===== config.mk =====
export PLATFORM = sky130hd
export DESIGN_NAME = snoop_bus_arbiter
export DESIGN_NICKNAME = d
export VERILOG_FILES = /design/src/rtl/snoop_bus_arbiter.sv
export SDC_FILE = /design/constraint.sdc
export NUM_CORES = 1
export LEC_CHECK = 0
export BUFFER_PORTS_ARGS = -buffer_cell sky130_fd_sc_hd__buf_2
export CAP_MARGIN = 20
export CORE_MARGIN = 3
export CORE_UTILIZATION = 46
export DETAILED_ROUTE_END_ITERATION = 8
export GPL_TIMING_DRIVEN = 0
export PLACE_DENSITY = 0.79
export SLEW_MARGIN = 20
export SYNTH_ARGS = -nofsm -noshare
export SYNTH_HDL_FRONTEND = slang
export SYNTH_SLANG_ARGS = --single-unit

===== constraint.sdc =====
create_clock -name clk -period 2.4 [get_ports clk]
set_input_delay 0.12 -clock clk [delete_from_list [all_inputs] [get_ports clk]]
set_output_delay 0.12 -clock clk [all_outputs]
set_load 0.1 [all_outputs]

===== src/rtl/snoop_bus_arbiter.sv =====
// Shares one snooping coherence bus between MESI cache controllers. Grants round-robin,
// broadcasts the winner's command, gathers snoop acks, and reads memory when no cache flushed.
module snoop_bus_arbiter #(
    parameter int unsigned N_CACHES = 4,
    parameter int unsigned ADDR_W   = 32,
    parameter int unsigned SRC_W    = $clog2(N_CACHES)
) (
    input  logic                       clk,
    input  logic                       rst,
    input  logic [N_CACHES-1:0]        req_valid,
    input  logic [2*N_CACHES-1:0]      req_cmd,
    input  logic [ADDR_W*N_CACHES-1:0] req_addr,
    output logic [N_CACHES-1:0]        grant,
    output logic                       bus_valid,
    output logic [1:0]                 bus_cmd,
    output logic [ADDR_W-1:0]          bus_addr,
    output logic [SRC_W-1:0]           bus_src,
    input  logic [N_CACHES-1:0]        snoop_ack,
    input  logic [N_CACHES-1:0]        snoop_shared,
    input  logic [N_CACHES-1:0]        snoop_flush,
    output logic                       mem_rd_req,
    input  logic                       mem_rd_ack,
    output logic [N_CACHES-1:0]        done_valid,
    output logic                       done_shared,
    output logic                       done_flush
);
    localparam logic [1:0] CMD_UPGR = 2'b11;

    typedef enum logic [1:0] {IDLE, SNOOP, MEM, DONE} stateT;

    stateT               state, stateNxt;
    logic [SRC_W-1:0]    rrPtr;
    logic [N_CACHES-1:0] ackAcc, sharedAcc, flushAcc;
    logic [N_CACHES-1:0] ackNow, sharedNow, flushNow;
    logic [N_CACHES-1:0] eligible, srcOneHot, otherMask, snoopGate;
    logic                winFound, allAcked;
    logic [SRC_W-1:0]    winIdx;
    logic [N_CACHES-1:0] grantNxt, doneValidNxt;
    logic                busValidNxt, memRdReqNxt, doneSharedNxt, doneFlushNxt;

    function automatic logic [SRC_W-1:0] wrapIdx(input logic [SRC_W-1:0] base, input int unsigned off);
        return SRC_W'((32'(base) + off) % N_CACHES);
    endfunction

    // A request with the illegal command 00 never competes.
    always_comb begin
        eligible = '0;
        for (int i = 0; i < N_CACHES; i++) begin
            eligible[i] = req_valid[i] && (req_cmd[2*i +: 2] != 2'b00);
        end
    end

    always_comb begin
        winFound = 1'b0;
        winIdx   = rrPtr;
        for (int unsigned k = 0; k < N_CACHES; k++) begin
            if (!winFound && eligible[wrapIdx(rrPtr, k)]) begin
                winFound = 1'b1;
                winIdx   = wrapIdx(rrPtr, k);
            end
        end
    end

    // Snoop results of the current cycle count only in SNOOP and only from non-requesters.
    assign srcOneHot = N_CACHES'(1) << bus_src;
    assign otherMask = ~srcOneHot;
    assign snoopGate = {N_CACHES{state == SNOOP}} & snoop_ack & otherMask;
    assign ackNow    = ackAcc | snoopGate;
    assign sharedNow = sharedAcc | (snoopGate & snoop_shared);
    assign flushNow  = flushAcc | (snoopGate & snoop_flush);
    assign allAcked  = &(ackNow | srcOneHot);

    always_ff @(posedge clk or posedge rst) begin
        if (rst) begin
            state <= IDLE;
        end else begin
            state <= stateNxt;
        end
    end

    always_comb begin
        stateNxt = state;
        case (state)
            IDLE:    if (winFound) stateNxt = SNOOP;
            SNOOP:   if (allAcked) stateNxt = ((bus_cmd == CMD_UPGR) || (|flushNow)) ? DONE : MEM;
            MEM:     if (mem_rd_ack) stateNxt = DONE;
            DONE:    stateNxt = IDLE;
            default: stateNxt = IDLE;
        endcase
    end

    always_comb begin
        grantNxt      = '0;
        busValidNxt   = 1'b0;
        memRdReqNxt   = 1'b0;
        doneValidNxt  = '0;
        doneSharedNxt = 1'b0;
        doneFlushNxt  = 1'b0;
        if (state == IDLE && winFound) begin
            grantNxt = N_CACHES'(1) << winIdx;
        end
        busValidNxt = (stateNxt == SNOOP);
        memRdReqNxt = (stateNxt == MEM);
        if (stateNxt == DONE) begin
            doneValidNxt  = srcOneHot;
            doneSharedNxt = |sharedNow;
            doneFlushNxt  = |flushNow;
        end
    end

    // Registered outputs, broadcast payload, accumulators and round-robin pointer.
    always_ff @(posedge clk or posedge rst) begin
        if (rst) begin
            grant       <= '0;
            bus_valid   <= 1'b0;
            bus_cmd     <= 2'b00;
            bus_addr    <= '0;
            bus_src     <= '0;
            mem_rd_req  <= 1'b0;
            done_valid  <= '0;
            done_shared <= 1'b0;
            done_flush  <= 1'b0;
            rrPtr       <= '0;
            ackAcc      <= '0;
            sharedAcc   <= '0;
            flushAcc    <= '0;
        end else begin
            grant       <= grantNxt;
            bus_valid   <= busValidNxt;
            mem_rd_req  <= memRdReqNxt;
            done_valid  <= doneValidNxt;
            done_shared <= doneSharedNxt;
            done_flush  <= doneFlushNxt;
            if (state == IDLE && winFound) begin
                bus_cmd  <= req_cmd[32'(winIdx)*2 +: 2];
                bus_addr <= req_addr[ADDR_W*32'(winIdx) +: ADDR_W];
                bus_src  <= winIdx;
            end
            if (state == SNOOP) begin
                ackAcc    <= ackNow;
                sharedAcc <= sharedNow;
                flushAcc  <= flushNow;
            end
            if (state == DONE) begin
                rrPtr     <= wrapIdx(bus_src, 1);
                ackAcc    <= '0;
                sharedAcc <= '0;
                flushAcc  <= '0;
            end
        end
    end
endmodule


-- Yosys cells after proc, flatten, opt, wreduce, memory -nomap -nowiden
Index checks and enable logic that the tools add are counted.
- input bits: 155
- register bits: 64
- word-level logic and storage cells: 93
- output and inout bits: 48
- reduce and logical (&&, ||, !) cells: 21
- add/subtract/negate cells: 4
- equal/unequal tests: 7
- multiplexer cells: 30
- shift operators: 4
- bitwise gates (word level): 9
- $lt $le $gt $ge: 4
- operators with widths (kind ; count):
    indexed part select 128 x 8 -> 32 bit ; 1
    two-way mux 4 bit ; 8
    bitwise AND 4 bit ; 4
    OR 4 bit ; 4
    < comparator 2 x 3 -> 1 bit (second input constant) ; 4
    two-way mux 2 bit ; 6
    two-way mux 1 bit ; 11
    == test 2 bit (second input constant) ; 5
    nonzero test 2 bit ; 5
    binary-select mux 1 bit (select 2 bit) ; 4
    logical AND 1 bit ; 8
    case mux 2 bit (4 select lines) ; 1
    OR reduction 4 bit ; 2
    indexed part select 8 x 4 -> 2 bit ; 1
    left shift 1 x 2 -> 4 bit (first input constant) ; 2
    adder 2 x 1 -> 2 bit (second input constant) ; 2
    adder 2 bit (second input constant) ; 2
    == test 2 x 1 -> 1 bit (second input constant) ; 2
    inverter 4 bit ; 1
    AND reduction 4 bit ; 1
    logical NOT 1 bit ; 3
    logical NOT 2 bit ; 1
    logical OR 1 bit ; 1

-- Depth between registers and ports, before layout
- depth after elaboration: 18
- gate-level depth with buffers: 8
- mapped depth without buffers: 8

-- Least setup slack after synthesis
No wires, ideal clock.
- path kind: flip-flop to flip-flop
- start: register bus_src[0]
- end: register done_shared
- stages on the path, launching flop included: 9
- buffers on the path: 0
- setup slack: -0.048 ns
- library setup time: 0.067 ns
- required time: 2.333 ns
- clock period less this slack: 2.448 ns
- arrival time: 2.381 ns
- cells stage by stage: dfrtp_1 > inv_1 > ha_1 > nor4bb_1 > a21oi_1 > nand4_1 > a211oi_1 > a21oi_1 > and3_1
- word-level cells in the longest chain between the ends: 12
- elaborated cells between the ends (all ways): 18
- those cells by class: eq/ne: 1; shift: 1; mux: 4; bitwise: 8; reduce/logical: 4
- RTL lines (element ; line ; source):
    start, declared ; 17 ; output logic [SRC_W-1:0] bus_src,
    start signal, assigned ; 137 ; bus_src <= winIdx;
    left shift 1 x 2 -> 4 bit * ; 65 ; assign srcOneHot = N_CACHES'(1) << bus_src;
    inverter 4 bit ; 66 ; assign otherMask = ~srcOneHot;
    bitwise AND 4 bit ; 67 ; assign snoopGate = {N_CACHES{state == SNOOP}} & snoop_ack & otherMask;
    bitwise AND 4 bit ; 70 ; assign flushNow = flushAcc | (snoopGate & snoop_flush);
    OR 4 bit ; 70 ;
    OR reduction 4 bit ; 85 ; SNOOP: if (allAcked) stateNxt = ((bus_cmd == CMD_UPGR) || (|flushNow)) ? DONE : MEM;
    logical OR 1 bit ; 85 ;
    two-way mux 1 bit ; 85 ;
    two-way mux 2 bit * ; 85 ;
    case mux 2 bit (4 select lines) * ; 83 ; case (state)
    via stateNxt[0] ; 31 ; stateT state, stateNxt;
    == test 2 bit * ; 104 ; if (stateNxt == DONE) begin
    two-way mux 1 bit * ; 104 ;
    via doneSharedNxt ; 39 ; logic busValidNxt, memRdReqNxt, doneSharedNxt, doneFlushNxt;
    end signal, assigned ; 132 ; done_shared <= doneSharedNxt;
    end, declared ; 24 ; output logic done_shared,
The timed path passes the listed nets; every way through them passes the cells marked *.
A chain may end at the register's enable or synchronous reset.

-- Worst setup path after layout
- start: register rrPtr[0]
- end: register bus_cmd[0]
- word-level cells in the longest chain between the ends: 13
- elaborated cells between the ends (all ways): 26
- those cells by class: add/sub: 3; shift: 1; mux: 15; reduce/logical: 7
- RTL lines (element ; line ; source):
    start, declared ; 32 ; logic [SRC_W-1:0] rrPtr;
    start signal, assigned ; 145 ; rrPtr <= wrapIdx(bus_src, 1);
    parallel branches: the longest is 13 deep, another holds adder 2 x 1 -> 2 bit ; -- ;
    end signal, assigned ; 135 ; bus_cmd <= req_cmd[32'(winIdx)*2 +: 2];
    end, declared ; 15 ; output logic [1:0] bus_cmd,
Several ways; the timed one is not identified. The select of a mux whose other input is x is not followed.

==> metrics.txt <==
worst slew pin tran 0.6661 ns; post-synthesis average cell area 10.67 µm²; Final Hold Viols 0; final core utilization 65.97%; total grt overflow 0; # IOs 203; CTS root buf clkbuf_8; first-pass GRT wire length 19760 µm; largest net degree at the start of global routing 48; # fillers 661; Synth Register Bits 64; Mapped Cells 356; H-Tree Depth 3; Final Cell Area 5204 µm²; LEAKAGE 2.566 nW; Synth Warn # 0; initial antenna violation count 1; Max Slew Vio Count 0; asr flop ratio synth 100.0%; final setup fails 0; Initial Util 48.18%; Max Fclk 458.7 MHz; DRC errors left 0; Area growth syn-to-layout 36.94%; Pwr Density 1643 nW/µm²; drt first pass iters 5; Tot Pwr 8.552 mW; status finished, final reports clean; Tmin final 2.180 ns; setup TNS 0 ns; Bufs and invs on worst path 1; launch point of the worst path rrPtr[0]; crit-path leading delay family compound AO/OA/AOI/OAI gates; First DRT Iteration DRCs 183; Yosys top cell by area dfrtp_1; worst-case headroom to the max-slew limit 55.33%; most common cell after layout, fill and taps aside buf_2; cell count of the worst reg-to-reg path 6; dpl hpwl 9641 µm; CP max FO 10; area of the multi-input gates 2001 µm²; most frequent cells in the layout buf_2 (207), dfrtp_1 (62), mux2i_1 (42); Critical Path End Type flop; Syn Nets 515; register area share after synthesis 42.15%; met2 wire length 6371 µm; hold crit path type input pin to flop; Sinks on Clock Net 64; Top Metal Used met4; worst-case clock buffer depth 2; cts bufs inserted 9; share of cells above drive strength 1 48.87%; Cell variety after synth 52; period utilization 90.84%; drt total wl 12130 µm; Total GRT Usage 26.15%; CTS clk-pin slew, worst paths 0.07 ns; r2r setup slk 0.22 ns; largest stage delay on the critical path 0.54 ns; Data arrival, critical path 2.37 ns; Req. time, crit path 2.59 ns; layout net count 732; top post-synthesis cells by area dfrtp_1 (42%), mux2i_1 (11%), o221ai_2 (6.3%), mux2_2 (3.9%), nand2_1 (3.9%); crit path capture bus_cmd[0]; top cell type's share of synthesized area 42.15%; critical path cell sequence buf_2 > a21boi_1 > a221oi_4 > nor2_4 > a222oi_1 > a21oi_1; die width 96.89 µm; final setup skew 0.007559 ns; Post-DP Area 4971 µm²; Synth Cell Area 3800 µm²; max-cap violations 0; reg2reg start rrPtr[0]; CTS tree yes; clk_lat worst skew 0.33 ns; register area 1604 µm²; Vias/cell 5.579; Synth Flop Type dfrtp_1; GP Congestion 0.9366; Levels on crit path 6; core box area 7888 µm²; vias in the first global route 3962; Setup CP Type flop to flop; peak supply drop 0.9299 mV; r2r endpoint bus_cmd[0]; antenna-violating nets left 0; RSZ-0062 raised after global routing no; die area 9388 µm²; met1 wire length 4707 µm; row cnt 32; Setup crit start kind flop; Slowest-stage cell, CP a221oi_4; number of port buffers 202; Post-synth EDFFs 0; DR WL/cell 17.84 µm; met3 wire length 755 µm; Die Y 96.89 µm; via count of the routed design 3794
[logic make-up (layout without fill, tap and decap cells)]
group | after synthesis | count (layout) | synth area share, %
other | 0 | 1 | 0
AO/OA/AOI/OAI | 109 | 109 | 24.27
multiplexers | 56 | 56 | 15.31
AND/OR/NAND/NOR | 92 | 92 | 11.76
flip-flops | 64 | 64 | 42.15
buffers and inverters | 31 | 252 | 5.202
adder cells (fa/ha/maj) | 4 | 4 | 1.317
[how the worst min path moves through the flow]
stage,to,slack (ns),startpoint,cells past startpoint
2_1_floorplan,flushAcc[2],0.30,snoop_flush[2],2
5_1_grt,sharedAcc[1],0.06,snoop_shared[1],3
3_5_place_dp,grant[0],0.08,rst,2
4_1_cts,sharedAcc[1],0.06,snoop_shared[1],3
3_3_place_gp,sharedAcc[2],0.41,snoop_shared[2],3
6_report,sharedAcc[1],0.07,snoop_shared[1],3
[cell type report]
| class | instances | share of cell area [%] |
|---|---|---|
| Inverter | 7 | 0.5530 |
| Clock inverter | 3 | 0.7694 |
| Sequential cell | 64 | 30.82 |
| Antenna cell | 1 | 0.04809 |
| Multi-Input combinational cell | 261 | 38.45 |
| Buffer | 24 | 3.294 |
| Clock buffer | 12 | 3.174 |
| Tap cell | 102 | 2.453 |
| Timing Repair Buffer | 206 | 20.44 |
[repair_timing]
item / 4_1_cts / 5_1_grt
setup buffers: 2 / 0
setup endpoints to repair: 1 / 2
cloned: 0 / 0
pin swaps: 1 / 0
hold endpoints to repair: 17 / 0
hold buffers: 1 / 0
gates resized for setup: 0 / 1
[registers in the layout, summed over array words and instances (netlist names), 2 cells and up]
signal,flops
sharedAcc,4
ackAcc,4
state,2
done_valid,4
grant,4
bus_addr,32
bus_src,2
rrPtr,2
bus_cmd,2
flushAcc,4
[routing by layer]
layer / vias to the layer above / GRT usage (%)
met1: 1836 / 30.65
li1: 1778 / -
met3: 19 / 5.696
met4: 0 / 8.855
met2: 161 / 47.08
met5: - / 0
[Yosys cell counts, types with 4 or more instances]
cell type	count
mux2i_1	42
a31oi_1	4
a211oi_1	4
inv_1	7
nor4bb_1	4
a221oi_1	8
mux2_2	13
nand2_1	39
buf_6	4
o221ai_1	7
a222oi_1	5
ha_1	4
o21ai_0	13
nor2_1	23
clkbuf_1	8
o21ai_2	4
and2_1	8
buf_2	5
o21a_1	4
o221ai_2	16
a21oi_1	27
dfrtp_1	64
[per-stage QoR]
stage,hold slack [ns],setup slack [ns],cells
3_5_place_dp,0.08378,-0.002143,661
4_1_cts,0.06143,0.1383,679
5_1_grt,0.05658,0.02000,680
6_report,0.07073,0.2197,680
2_1_floorplan,0.2967,0.2711,356
3_3_place_gp,0.4053,-0.2901,660
[worst reg2reg max path, delay by kind of cell (launching register included)]
kind,cells,cell delay [ns]
AOI/OAI and AO/OA,4,1.31
buffers and inverters,1,0.19
DFF,1,0.42
and+or+nand+nor,1,0.11
[power by group]
| group | switching [mW] | internal, mW |
|---|---|---|
| registers | 0.276 | 1.57 |
| logic | 4.28 | 1.47 |
| clock network | 0.407 | 0.556 |
| total | 4.96 | 3.59 |
(Power assumes the default switching activity.)
